File: config.mk
export PLATFORM = sky130hd
export DESIGN_NAME = x4xx_dio_multiport
export DESIGN_NICKNAME = d
export VERILOG_FILES = /design/src/rtl/x4xx_dio_multiport_pkg.sv /design/src/rtl/glitch_free_mux.sv /design/src/rtl/synchronizer.sv /design/src/rtl/x4xx_dio_line_filter.sv /design/src/rtl/x4xx_dio_multiport.sv
export SDC_FILE = /design/constraint.sdc
export NUM_CORES = 1
export LEC_CHECK = 0
export ABC_AREA = 1
export BUFFER_PORTS_ARGS = -buffer_cell sky130_fd_sc_hd__buf_2
export CORE_ASPECT_RATIO = 2
export CORE_UTILIZATION = 45
export CTS_CLUSTER_DIAMETER = 200
export DETAILED_ROUTE_END_ITERATION = 8
export PLACE_DENSITY_LB_ADDON = 0.15
export SYNTH_ARGS = -nofsm -noshare
export SYNTH_HDL_FRONTEND = slang
export SYNTH_HIERARCHICAL = 1
export SYNTH_SLANG_ARGS = --single-unit
export TNS_END_PERCENT = 50
File: constraint.sdc
create_clock -name ctrlport_clk -period 4.26 [get_ports ctrlport_clk]
set_input_delay 1.065 -clock ctrlport_clk [delete_from_list [all_inputs] [get_ports ctrlport_clk]]
set_output_delay 1.065 -clock ctrlport_clk [all_outputs]
set_load 0.1 [all_outputs]
File: src/rtl/x4xx_dio_multiport_pkg.sv
// Shared constants for the multi-port DIO register block: register offsets
// within a port window, the window stride, and the port/width limits.
// Used by x4xx_dio_multiport; DIO_DEBOUNCE_EN selects the debounce filter.
package x4xx_dio_multiport_pkg;

  typedef logic [5:0] reg_offset_t;

  localparam int MAX_PORTS      = 8;
  localparam int MAX_PORT_WIDTH = 32;
  localparam int PORT_STRIDE    = 'h40;
  localparam int OFFSET_WIDTH   = $clog2(PORT_STRIDE);
  localparam int PORT_IDX_WIDTH = $clog2(MAX_PORTS);

  localparam reg_offset_t OFF_MASTER      = 6'h00;
  localparam reg_offset_t OFF_DIRECTION   = 6'h04;
  localparam reg_offset_t OFF_INPUT       = 6'h08;
  localparam reg_offset_t OFF_OUTPUT      = 6'h0C;
  localparam reg_offset_t OFF_OUTPUT_SET  = 6'h10;
  localparam reg_offset_t OFF_OUTPUT_CLR  = 6'h14;
  localparam reg_offset_t OFF_EDGE_STATUS = 6'h18;
  localparam reg_offset_t OFF_RISE_EN     = 6'h1C;
  localparam reg_offset_t OFF_FALL_EN     = 6'h20;

  // Every defined offset can be read (write-only ones simply return 0).
  function automatic logic offset_readable(reg_offset_t off);
    case (off)
      OFF_MASTER, OFF_DIRECTION, OFF_INPUT, OFF_OUTPUT, OFF_OUTPUT_SET,
      OFF_OUTPUT_CLR, OFF_EDGE_STATUS, OFF_RISE_EN, OFF_FALL_EN: return 1'b1;
      default: return 1'b0;
    endcase
  endfunction

  // INPUT is the only defined offset that refuses writes.
  function automatic logic offset_writable(reg_offset_t off);
    return offset_readable(off) && (off != OFF_INPUT);
  endfunction

endpackage

File: src/rtl/glitch_free_mux.sv
// Per-bit 2:1 mux with the consensus term included, so the output does not
// glitch when the select toggles while both data inputs agree.
module glitch_free_mux #(
  parameter int WIDTH = 1
) (
  input  logic [WIDTH-1:0] sel,
  input  logic [WIDTH-1:0] a,
  input  logic [WIDTH-1:0] b,
  output logic [WIDTH-1:0] y
);

  assign y = (sel & a) | (~sel & b) | (a & b);

endmodule

File: src/rtl/synchronizer.sv
// Multi-stage flip-flop synchronizer for bringing asynchronous inputs into
// the clock domain. Resets every stage to 0.
module synchronizer #(
  parameter int WIDTH  = 1,
  parameter int STAGES = 2
) (
  input  logic             clk,
  input  logic             rst,
  input  logic [WIDTH-1:0] d,
  output logic [WIDTH-1:0] q
);

  logic [STAGES-1:0][WIDTH-1:0] stages;

  // Shift the input through the synchronizer chain.
  always_ff @(posedge clk) begin
    if (rst) begin
      stages <= '0;
    end else begin
      stages[0] <= d;
      for (int i = 1; i < STAGES; i++) begin
        stages[i] <= stages[i-1];
      end
    end
  end

  assign q = stages[STAGES-1];

endmodule

File: src/rtl/x4xx_dio_line_filter.sv
// Per-port line filter: optional debounce (DIO_DEBOUNCE_EN) followed by a
// previous-value register producing one-cycle rise/fall pulses.
// Without DIO_DEBOUNCE_EN the synchronized value passes straight through.
module x4xx_dio_line_filter #(
  parameter int WIDTH           = 12,
  parameter int DEBOUNCE_CYCLES = 16
) (
  input  logic             clk,
  input  logic             rst,
  input  logic [WIDTH-1:0] sync_in,
  output logic [WIDTH-1:0] filtered,
  output logic [WIDTH-1:0] rise,
  output logic [WIDTH-1:0] fall
);

  logic [WIDTH-1:0] prev;

`ifdef DIO_DEBOUNCE_EN
  localparam int CW = (DEBOUNCE_CYCLES > 1) ? $clog2(DEBOUNCE_CYCLES) : 1;
  localparam logic [CW-1:0] LAST_COUNT = CW'(DEBOUNCE_CYCLES - 1);

  logic [WIDTH-1:0][CW-1:0] count;
  logic [WIDTH-1:0]         stable;

  // Accept a new line value only after it has differed for the full window;
  // any return to the accepted value restarts that line's count.
  always_ff @(posedge clk) begin
    if (rst) begin
      count  <= '0;
      stable <= '0;
    end else begin
      for (int i = 0; i < WIDTH; i++) begin
        if (sync_in[i] != stable[i]) begin
          if (count[i] == LAST_COUNT) begin
            stable[i] <= sync_in[i];
            count[i]  <= '0;
          end else begin
            count[i] <= count[i] + CW'(1);
          end
        end else begin
          count[i] <= '0;
        end
      end
    end
  end

  assign filtered = stable;
`else
  // The window length only matters when debouncing is built in.
  logic unused_debounce;
  assign unused_debounce = (DEBOUNCE_CYCLES > 0);
  assign filtered        = sync_in;
`endif

  // Remember last cycle's filtered value; edges are the difference.
  always_ff @(posedge clk) begin
    if (rst) begin
      prev <= '0;
    end else begin
      prev <= filtered;
    end
  end

  assign rise = filtered & ~prev;
  assign fall = ~filtered & prev;

endmodule

File: src/rtl/x4xx_dio_multiport.sv
// Multi-port DIO register block on a ctrlport slave. Each port has a 0x40
// byte window with master/direction/output control, input readback, and
// edge-detect interrupt status. DIO_DEBOUNCE_EN adds an input debounce.
module x4xx_dio_multiport
  import x4xx_dio_multiport_pkg::*;
#(
  parameter int REG_BASE        = 0,
  parameter int NUM_PORTS       = 2,
  parameter int PORT_WIDTH      = 12,
  parameter int DEBOUNCE_CYCLES = 16
) (
  input  logic                             ctrlport_clk,
  input  logic                             ctrlport_rst,
  input  logic                             s_ctrlport_req_wr,
  input  logic                             s_ctrlport_req_rd,
  input  logic [19:0]                      s_ctrlport_req_addr,
  input  logic [31:0]                      s_ctrlport_req_data,
  output logic                             s_ctrlport_resp_ack,
  output logic [31:0]                      s_ctrlport_resp_data,
  output logic [NUM_PORTS*PORT_WIDTH-1:0]  gpio_en,
  output logic [NUM_PORTS*PORT_WIDTH-1:0]  gpio_out,
  input  logic [NUM_PORTS*PORT_WIDTH-1:0]  gpio_in,
  output logic [NUM_PORTS*PORT_WIDTH-1:0]  gpio_in_fabric,
  input  logic [NUM_PORTS*PORT_WIDTH-1:0]  gpio_out_fabric,
  output logic                             irq
);

  localparam int W = NUM_PORTS * PORT_WIDTH;
  localparam logic [19:0] BASE_ADDR = 20'(REG_BASE);
  localparam logic [19:0] WINDOW    = 20'(NUM_PORTS * PORT_STRIDE);

  logic [19:0]               rel_addr;
  logic                      in_window;
  logic [PORT_IDX_WIDTH-1:0] port_idx;
  reg_offset_t               offset;
  logic                      wr_req;
  logic                      rd_req;
  logic                      access_ok;
  logic [PORT_WIDTH-1:0]     wdata;
  logic [PORT_WIDTH-1:0]     rdata;
  logic                      unused_req_data;

  logic [NUM_PORTS-1:0][PORT_WIDTH-1:0] master_reg, direction_reg, output_reg;
  logic [NUM_PORTS-1:0][PORT_WIDTH-1:0] rise_en_reg, fall_en_reg, edge_status;
  logic [NUM_PORTS-1:0][PORT_WIDTH-1:0] w1c_mask, filtered, rise_pulse, fall_pulse;
  logic [W-1:0] sync_in, master_flat, output_flat;

  assign wdata           = s_ctrlport_req_data[PORT_WIDTH-1:0];
  assign unused_req_data = ^s_ctrlport_req_data;

  // Decode the request into port and offset; writes win over reads.
  always_comb begin
    rel_addr  = s_ctrlport_req_addr - BASE_ADDR;
    in_window = (s_ctrlport_req_addr >= BASE_ADDR) && (rel_addr < WINDOW);
    port_idx  = rel_addr[OFFSET_WIDTH +: PORT_IDX_WIDTH];
    offset    = rel_addr[OFFSET_WIDTH-1:0];
    wr_req    = s_ctrlport_req_wr;
    rd_req    = s_ctrlport_req_rd & ~s_ctrlport_req_wr;
    access_ok = in_window && ((wr_req && offset_writable(offset)) ||
                              (rd_req && offset_readable(offset)));
  end

  // Select the read value of the addressed port register.
  always_comb begin
    rdata    = '0;
    w1c_mask = '0;
    for (int p = 0; p < NUM_PORTS; p++) begin
      if (port_idx == PORT_IDX_WIDTH'(p)) begin
        case (offset)
          OFF_MASTER:      rdata = master_reg[p];
          OFF_DIRECTION:   rdata = direction_reg[p];
          OFF_INPUT:       rdata = filtered[p];
          OFF_OUTPUT:      rdata = output_reg[p];
          OFF_EDGE_STATUS: rdata = edge_status[p];
          OFF_RISE_EN:     rdata = rise_en_reg[p];
          OFF_FALL_EN:     rdata = fall_en_reg[p];
          default:         rdata = '0;
        endcase
        if (in_window && wr_req && offset == OFF_EDGE_STATUS) begin
          w1c_mask[p] = wdata;
        end
      end
    end
  end

  // Apply register writes, including the atomic set/clear of OUTPUT.
  always_ff @(posedge ctrlport_clk) begin
    if (ctrlport_rst) begin
      master_reg    <= '0;
      direction_reg <= '0;
      output_reg    <= '0;
      rise_en_reg   <= '0;
      fall_en_reg   <= '0;
    end else if (wr_req && in_window) begin
      for (int p = 0; p < NUM_PORTS; p++) begin
        if (port_idx == PORT_IDX_WIDTH'(p)) begin
          case (offset)
            OFF_MASTER:     master_reg[p]    <= wdata;
            OFF_DIRECTION:  direction_reg[p] <= wdata;
            OFF_OUTPUT:     output_reg[p]    <= wdata;
            OFF_OUTPUT_SET: output_reg[p]    <= output_reg[p] | wdata;
            OFF_OUTPUT_CLR: output_reg[p]    <= output_reg[p] & ~wdata;
            OFF_RISE_EN:    rise_en_reg[p]   <= wdata;
            OFF_FALL_EN:    fall_en_reg[p]   <= wdata;
            default: ;
          endcase
        end
      end
    end
  end

  // Latch enabled edges; a new edge overrides a same-cycle W1C.
  always_ff @(posedge ctrlport_clk) begin
    if (ctrlport_rst) begin
      edge_status <= '0;
    end else begin
      edge_status <= (edge_status & ~w1c_mask) |
                     (rise_pulse & rise_en_reg) | (fall_pulse & fall_en_reg);
    end
  end

  // Level interrupt follows any pending status one cycle later.
  always_ff @(posedge ctrlport_clk) begin
    if (ctrlport_rst) begin
      irq <= 1'b0;
    end else begin
      irq <= |edge_status;
    end
  end

  // Register the ctrlport response; only decoded reads return data.
  always_ff @(posedge ctrlport_clk) begin
    if (ctrlport_rst) begin
      s_ctrlport_resp_ack  <= 1'b0;
      s_ctrlport_resp_data <= '0;
    end else begin
      s_ctrlport_resp_ack  <= access_ok;
      s_ctrlport_resp_data <= (access_ok && rd_req) ? MAX_PORT_WIDTH'(rdata) : '0;
    end
  end

  synchronizer #(.WIDTH(W), .STAGES(2)) u_sync (
    .clk (ctrlport_clk),
    .rst (ctrlport_rst),
    .d   (gpio_in),
    .q   (sync_in)
  );

  for (genvar p = 0; p < NUM_PORTS; p++) begin : g_port
    x4xx_dio_line_filter #(
      .WIDTH           (PORT_WIDTH),
      .DEBOUNCE_CYCLES (DEBOUNCE_CYCLES)
    ) u_filter (
      .clk      (ctrlport_clk),
      .rst      (ctrlport_rst),
      .sync_in  (sync_in[p*PORT_WIDTH +: PORT_WIDTH]),
      .filtered (filtered[p]),
      .rise     (rise_pulse[p]),
      .fall     (fall_pulse[p])
    );
  end

  assign master_flat = master_reg;
  assign output_flat = output_reg;

  glitch_free_mux #(.WIDTH(W)) u_out_mux (
    .sel (master_flat),
    .a   (output_flat),
    .b   (gpio_out_fabric),
    .y   (gpio_out)
  );

  assign gpio_en        = direction_reg;
  assign gpio_in_fabric = gpio_in;

endmodule
==> results of run 1 <==
cell usage after synthesis, types with 3 or more instances:
library cell / count
sky130_fd_sc_hd__nor2_1: 394
sky130_fd_sc_hd__o21a_1: 12
sky130_fd_sc_hd__inv_1: 192
sky130_fd_sc_hd__nand3_1: 26
sky130_fd_sc_hd__o21ai_1: 20
sky130_fd_sc_hd__nand3_2: 9
sky130_fd_sc_hd__buf_6: 8
sky130_fd_sc_hd__buf_2: 38
sky130_fd_sc_hd__clkbuf_1: 41
sky130_fd_sc_hd__nand2_2: 3
sky130_fd_sc_hd__nand4_1: 97
sky130_fd_sc_hd__dfxtp_1: 230
sky130_fd_sc_hd__nor2_2: 3
sky130_fd_sc_hd__a21oi_1: 50
sky130_fd_sc_hd__buf_4: 101
sky130_fd_sc_hd__a21oi_2: 10
sky130_fd_sc_hd__buf_1: 4
sky130_fd_sc_hd__nor2_4: 5
sky130_fd_sc_hd__nor4_1: 6
sky130_fd_sc_hd__o21ai_0: 97
sky130_fd_sc_hd__nand2_1: 359
sky130_fd_sc_hd__inv_2: 17
sky130_fd_sc_hd__a22o_1: 24
critical path, cell delays in order:
cell	delay, ns
sky130_fd_sc_hd__buf_2	0.30
sky130_fd_sc_hd__inv_1	0.12
sky130_fd_sc_hd__nor2_4	0.25
sky130_fd_sc_hd__nand3_2	0.25
sky130_fd_sc_hd__inv_2	0.27
sky130_fd_sc_hd__nand3_1	0.40
sky130_fd_sc_hd__inv_2	0.35
sky130_fd_sc_hd__nor2_1	0.07
sky130_fd_sc_hd__nor2_1	0.12
final timing paths:
check / endpoint / cells past startpoint
worst max-delay path: gpio_en[11] / 9
worst min-delay path: u_sync/q[16] / 2
worst max register to register: irq / 4
worst min register to register: u_sync/q[16] / 2
layout by cell type, fill, tap and decap left out:
master / n
sky130_fd_sc_hd__clkbuf_16: 23
sky130_fd_sc_hd__clkbuf_8: 7
sky130_fd_sc_hd__nor2_2: 4
sky130_fd_sc_hd__o211a_1: 1
sky130_fd_sc_hd__inv_2: 18
sky130_fd_sc_hd__nor3_1: 1
sky130_fd_sc_hd__clkinvlp_4: 1
sky130_fd_sc_hd__nand3_1: 26
sky130_fd_sc_hd__nor2_8: 1
sky130_fd_sc_hd__buf_12: 1
sky130_fd_sc_hd__dfxtp_1: 230
sky130_fd_sc_hd__nor2_1: 392
sky130_fd_sc_hd__clkinv_1: 1
sky130_fd_sc_hd__clkinv_4: 1
sky130_fd_sc_hd__conb_1: 20
sky130_fd_sc_hd__bufinv_16: 1
sky130_fd_sc_hd__or2_4: 1
sky130_fd_sc_hd__nand3_2: 9
sky130_fd_sc_hd__a21oi_2: 10
sky130_fd_sc_hd__o21a_1: 12
sky130_fd_sc_hd__nor2_4: 6
sky130_fd_sc_hd__buf_2: 168
sky130_fd_sc_hd__nand2_1: 359
sky130_fd_sc_hd__clkinv_2: 2
sky130_fd_sc_hd__buf_4: 19
sky130_fd_sc_hd__o21ai_0: 97
sky130_fd_sc_hd__nand4_1: 97
sky130_fd_sc_hd__nand2_2: 3
sky130_fd_sc_hd__nor4_1: 6
sky130_fd_sc_hd__clkbuf_1: 4
sky130_fd_sc_hd__o211ai_1: 1
sky130_fd_sc_hd__inv_1: 191
sky130_fd_sc_hd__o21ai_1: 20
sky130_fd_sc_hd__inv_6: 1
sky130_fd_sc_hd__nand3_4: 1
sky130_fd_sc_hd__a21oi_1: 50
sky130_fd_sc_hd__a22o_1: 24
power by group through the flow:
stage	Sequential [mW]	Combinational (mW)	Clock, mW
6_report	2.19	0.569	2.04
5_1_grt	2.19	0.601	2.16
4_1_cts	2.19	0.564	2.08
3_5_place_dp	2.24	0.563	0
3_3_place_gp	2.24	0.560	0
2_1_floorplan	2.23	0.487	0
area by class of cell:
cell class,count,area (sq um),share of cell area (%)
Clock inverter,6,65.1,0.511
Multi-Input combinational cell,1141,5160,40.5
Sequential cell,230,4600,36.2
Inverter,210,788,6.19
Timing Repair Buffer,188,1000,7.88
Clock buffer,34,687,5.39
Tap cell,340,425,3.34
logic make-up after synthesis:
| group | Yosys count | share of synthesized area (%) |
|---|---|---|
| DFF | 230 | 39.4 |
| buffers and inverters | 402 | 17.1 |
| and+or+nand+nor | 906 | 32.8 |
| other | 1 | 0.0321 |
| AOI/OAI and AO/OA | 215 | 10.6 |
per-stage QoR:
step / std cells / cell area, sq um / setup slack [ns] / hold WS (ns) / total power [mW]
5_1_grt: 2149 / 12700 / 1.29 / 0.415 / 4.95
6_report: 2149 / 12700 / 1.52 / 0.400 / 4.80
3_5_place_dp: 2109 / 12000 / 1.03 / 0.393 / 2.80
4_1_cts: 2149 / 12700 / 1.54 / 0.402 / 4.83
3_3_place_gp: 2109 / 12000 / 1.05 / 0.389 / 2.80
2_1_floorplan: 1773 / 11800 / 1.45 / 0.388 / 2.72
per-layer routing:
metal  track usage, %  share of wire [%]  vias to the layer above  wire [microns]
li1                 -                  -                     5452               -
met1             34.0                 40                     4789           14700
met2             43.9                 46                      435           16800
met3             2.98                5.4                      112            1960
met4             20.2                7.9                        0            2880
met5                0                  0                        -               0
==> metrics.txt, run 1 <==
run status=complete, no violations; hold_buf cts=0; Flop pwr share=a little under half; number of antenna violations at the first check in global routing=0; Wirelength per Cell=16.9 microns; total number of clock tree sinks=230; placer's final routability congestion estimate=0.914; count of endpoints failing setup in the final report=0; fin crit share=between 60 and 70%; flops & latches, synth=230; final hold violations=0; switching portion of total power=roughly 28%; post-detailed-routing wire length=~36000 microns; DR pass1 iterations=6; Clock transition at path regs=0.06 ns; Max Slew Vio Count=0; leakage=5.74 nW; startpoint of the worst register-to-register path=edge_status[15]; cell-internal power=around 3.5 mW; power density relative to cell area=377 nW/um^2; headroom to the max-slew limit=31.7%; DR iter-0 viols=865; startpoint of the most critical setup path=s_ctrlport_req_addr[2]; Worst VDD drop=243 uV; post-route minimum period=2.74 ns; post-layout util=49.9%; grt total ovfl=0; Initial Utilization=45.7%; later-pin clock latency in the skew report=approximately 0.52 ns; mean area per synthesized cell=6.66 sq um; global-route wire length before repair=55400 microns; number of input and output port buffers inserted=about 170; gate count after technology mapping=roughly 1800; Site Rows=between 80 and 90; average via count per standard cell=5.02; number of antenna-violating nets in the routed design=0; path type of the worst setup path=in -> reg; cell taking the most area after synthesis=sky130_fd_sc_hd__dfxtp_1; number of library cell types mapped by synthesis=31; classification of the worst-slack hold path=reg -> reg; floorplan die height=230 microns; Global Route Usage Sum=27.6%; setup slack of the most critical reg-to-reg path=2.31 ns; sort of element at the end of the critical path=register; post-synthesis sequential area ratio=39.4%; post-cts sizing count=0; unrepaired setup endpoints after global routing=no; post-DP HPWL=approximately 26000 microns; overall via count from detail_route=10800; total DRC errors in the routed layout=0; number of global-route vias before repair=9691; number of enable-type register cells in the synthesized netlist=0; clock root buffer master=sky130_fd_sc_hd__clkbuf_16; total number of yosys warnings=6; placeable core region=~26000 sq um; top post-synthesis cells by area=sky130_fd_sc_hd__dfxtp_1, sky130_fd_sc_hd__nor2_1, sky130_fd_sc_hd__nand2_1, sky130_fd_sc_hd__buf_4, sky130_fd_sc_hd__inv_1; die area=between 20000 and 30000 sq um; number of top-level pins=210; horizontal die dimension=116 microns; number of filler instances in the final layout=2736; ratio of cells with drive above 1 in the final layout=15.3%; number of buffers inserted by post-CTS setup repair=0; largest net degree at the start of global routing=90; total standard cell area after synthesis=11700 sq um; Clock power frac=42.5%; worst-case clock buffer depth=3; Psw=1.35 mW; achievable frequency=approximately 370 MHz; area grow syn2layout=9.03%; actual transition at the worst max-transition pin=1.02 ns; combinational share of power=11.9%; deepest level of the CTS H-tree=1; data arrival time of the critical path=about 3.2 ns; share of async-settable or async-resettable flops after synthesis=0%; number of antenna diodes=0; CP startpoint kind=input port; Post-Route Setup TNS=0 ns; clock tree from TritonCTS=done; max capacitance violation total=0; Synth Flop Type=sky130_fd_sc_hd__dfxtp_1; maximum fanout count along the critical path=16; startpoint of the most critical hold path=u_sync/stages[16]; Num CTS Buffers=22; Final Skew=0.0209 ns; net count reported at finish=1897; post-synth top area share=39.4%; WP data required=4.71 ns
(Power assumes the default switching activity.)
==> run 2: changes to the inputs <==
==> constraint.sdc (replaced) <==
create_clock -name ctrlport_clk -period 2.7 [get_ports ctrlport_clk]
set_input_delay 0.675 -clock ctrlport_clk [delete_from_list [all_inputs] [get_ports ctrlport_clk]]
set_output_delay 0.675 -clock ctrlport_clk [all_outputs]
set_load 0.1 [all_outputs]
==> metrics.txt, run 2 (synthesis results as in run 1) <==
run status=complete, no violations; DR iter-0 viols=around 1100; floorplan die height=230 microns; max capacitance violation total=0; achievable frequency=449 MHz; worst-case clock buffer depth=3; fin crit share=82.4%; number of filler instances in the final layout=2713; leakage=5.81 nW; clock tree from TritonCTS=done; power density relative to cell area=between 500 and 600 nW/um^2; Initial Utilization=45.7%; Worst VDD drop=about 470 uV; die area=26600 sq um; net count reported at finish=1913; Max Slew Vio Count=0; headroom to the max-slew limit=between 60% and 70%; deepest level of the CTS H-tree=1; Top cell by count, worst path=sky130_fd_sc_hd__nand2_1; maximum fanout count along the critical path=4; post-DP HPWL=25900 microns; number of antenna diodes=0; minimum setup slack in the final design=between 0.4 and 0.5 ns; Post-Route Setup TNS=0 ns; final hold violations=0; placement-stage worst setup slack=between 0.15 and 0.2 ns; sort of element at the end of the critical path=output pin; count of endpoints failing setup in the final report=0; number of input and output port buffers inserted=169; startpoint of the worst register-to-register path=edge_status[15]; global-route wire length before repair=55500 microns; classification of the worst-slack hold path=in -> reg; grt total ovfl=0; number of buffers inserted by post-CTS setup repair=0; area grow syn2layout=10.1%; post-route minimum period=2.23 ns; Site Rows=83; post-layout util=50.3%; critical path cell sequence=nand2_1, nand2_1, buf_2; most common cell after layout, fill and taps aside=sky130_fd_sc_hd__nor2_1; number of antenna-violating nets in the routed design=0; placeable core region=25500 sq um; worst path buffer plus inverter count=1; worst-path cell with the longest stage delay=sky130_fd_sc_hd__dfxtp_1; total number of clock tree sinks=230; largest net degree at the start of global routing=109; hold_buf cts=0; data arrival time of the critical path=1.55 ns; post-detailed-routing wire length=36500 microns; total DRC errors in the routed layout=0; number of antenna violations at the first check in global routing=0; Clock transition at path regs=0.07 ns; horizontal die dimension=around 120 microns; ratio of cells with drive above 1 in the final layout=16.0%; Wirelength per Cell=16.8 microns; later-pin clock latency in the skew report=0.53 ns; number of top-level pins=210; startpoint of the most critical hold path=gpio_in[11]; clock root buffer master=sky130_fd_sc_hd__clkbuf_16; delay of the slowest cell on the worst path=~0.46 ns; placer's final routability congestion estimate=between 0.9 and 1; startpoint of the most critical setup path=output_flat[11]; delay-heaviest family, CP=flip-flops; unrepaired setup endpoints after global routing=no; worst hold slack across all endpoints=0.363 ns; leading cell types in the layout, fill and taps excluded=sky130_fd_sc_hd__nor2_1, sky130_fd_sc_hd__nand2_1, sky130_fd_sc_hd__dfxtp_1; final instance area=12900 sq um; Placement Cell Area=~12000 sq um; number of global-route vias before repair=9790; CP startpoint kind=register; Num CTS Buffers=22; post-cts sizing count=0; WP data required=2.03 ns; overall via count from detail_route=approximately 11000; Final Skew=roughly 0.017 ns; path type of the worst setup path=reg -> out; DR pass1 iterations=7; Global Route Usage Sum=27.6%; average via count per standard cell=5.07; actual transition at the worst max-transition pin=0.529 ns
## run 2: worst min-delay path, cell delays in order
cell and delay [ns]:
sky130_fd_sc_hd__buf_2 0.08, sky130_fd_sc_hd__inv_1 0.03, sky130_fd_sc_hd__nor2_1 0.06
## run 2: layout make-up
cell class / count / area (sq um) / area share (%)
inverter: 210 / 788 / 6.13
timing repair buffer: 204 / 1150 / 8.93
clock inverter: 6 / 55.1 / 0.428
sequential: 230 / 4600 / 35.8
clock buffer: 34 / 677 / 5.26
tap: 340 / 425 / 3.31
multi-input combinational: 1141 / 5160 / 40.1
## run 2: worst paths after layout
kind                             to  slack (ns)  cells after the start
setup / recovery       gpio_out[11]        0.47                      3
hold / removal    u_sync/stages[11]        0.36                      3
setup reg to reg                irq        1.06                      5
hold reg to reg        u_sync/q[21]        0.40                      2
## run 2: through the flow
| step | total power, mW | std cells |
|---|---|---|
| 6_report | 7.57 | 2165 |
| 5_1_grt | 7.80 | 2165 |
| 4_1_cts | 7.63 | 2165 |
| 3_5_place_dp | 4.43 | 2125 |
| 3_3_place_gp | 4.43 | 2125 |
| 2_1_floorplan | 4.29 | 1773 |
## run 2: power breakdown
group | switching, mW | total, mW | internal, mW
Sequential | 0.0241 | 3.46 | 3.43
Combinational | 0.743 | 0.905 | 0.162
Clock | 1.38 | 3.20 | 1.82
Total | 2.15 | 7.57 | 5.42
## run 2: per-layer routing
metal	track usage, %	part of all wire [%]	vias to the layer above	wire length (microns)
met5	0	0	-	0
met4	19.5	7.7	0	2800
met3	2.27	6.0	112	2200
met2	44.7	46	458	16900
met1	33.9	40	4927	14600
li1	-	-	5480	-
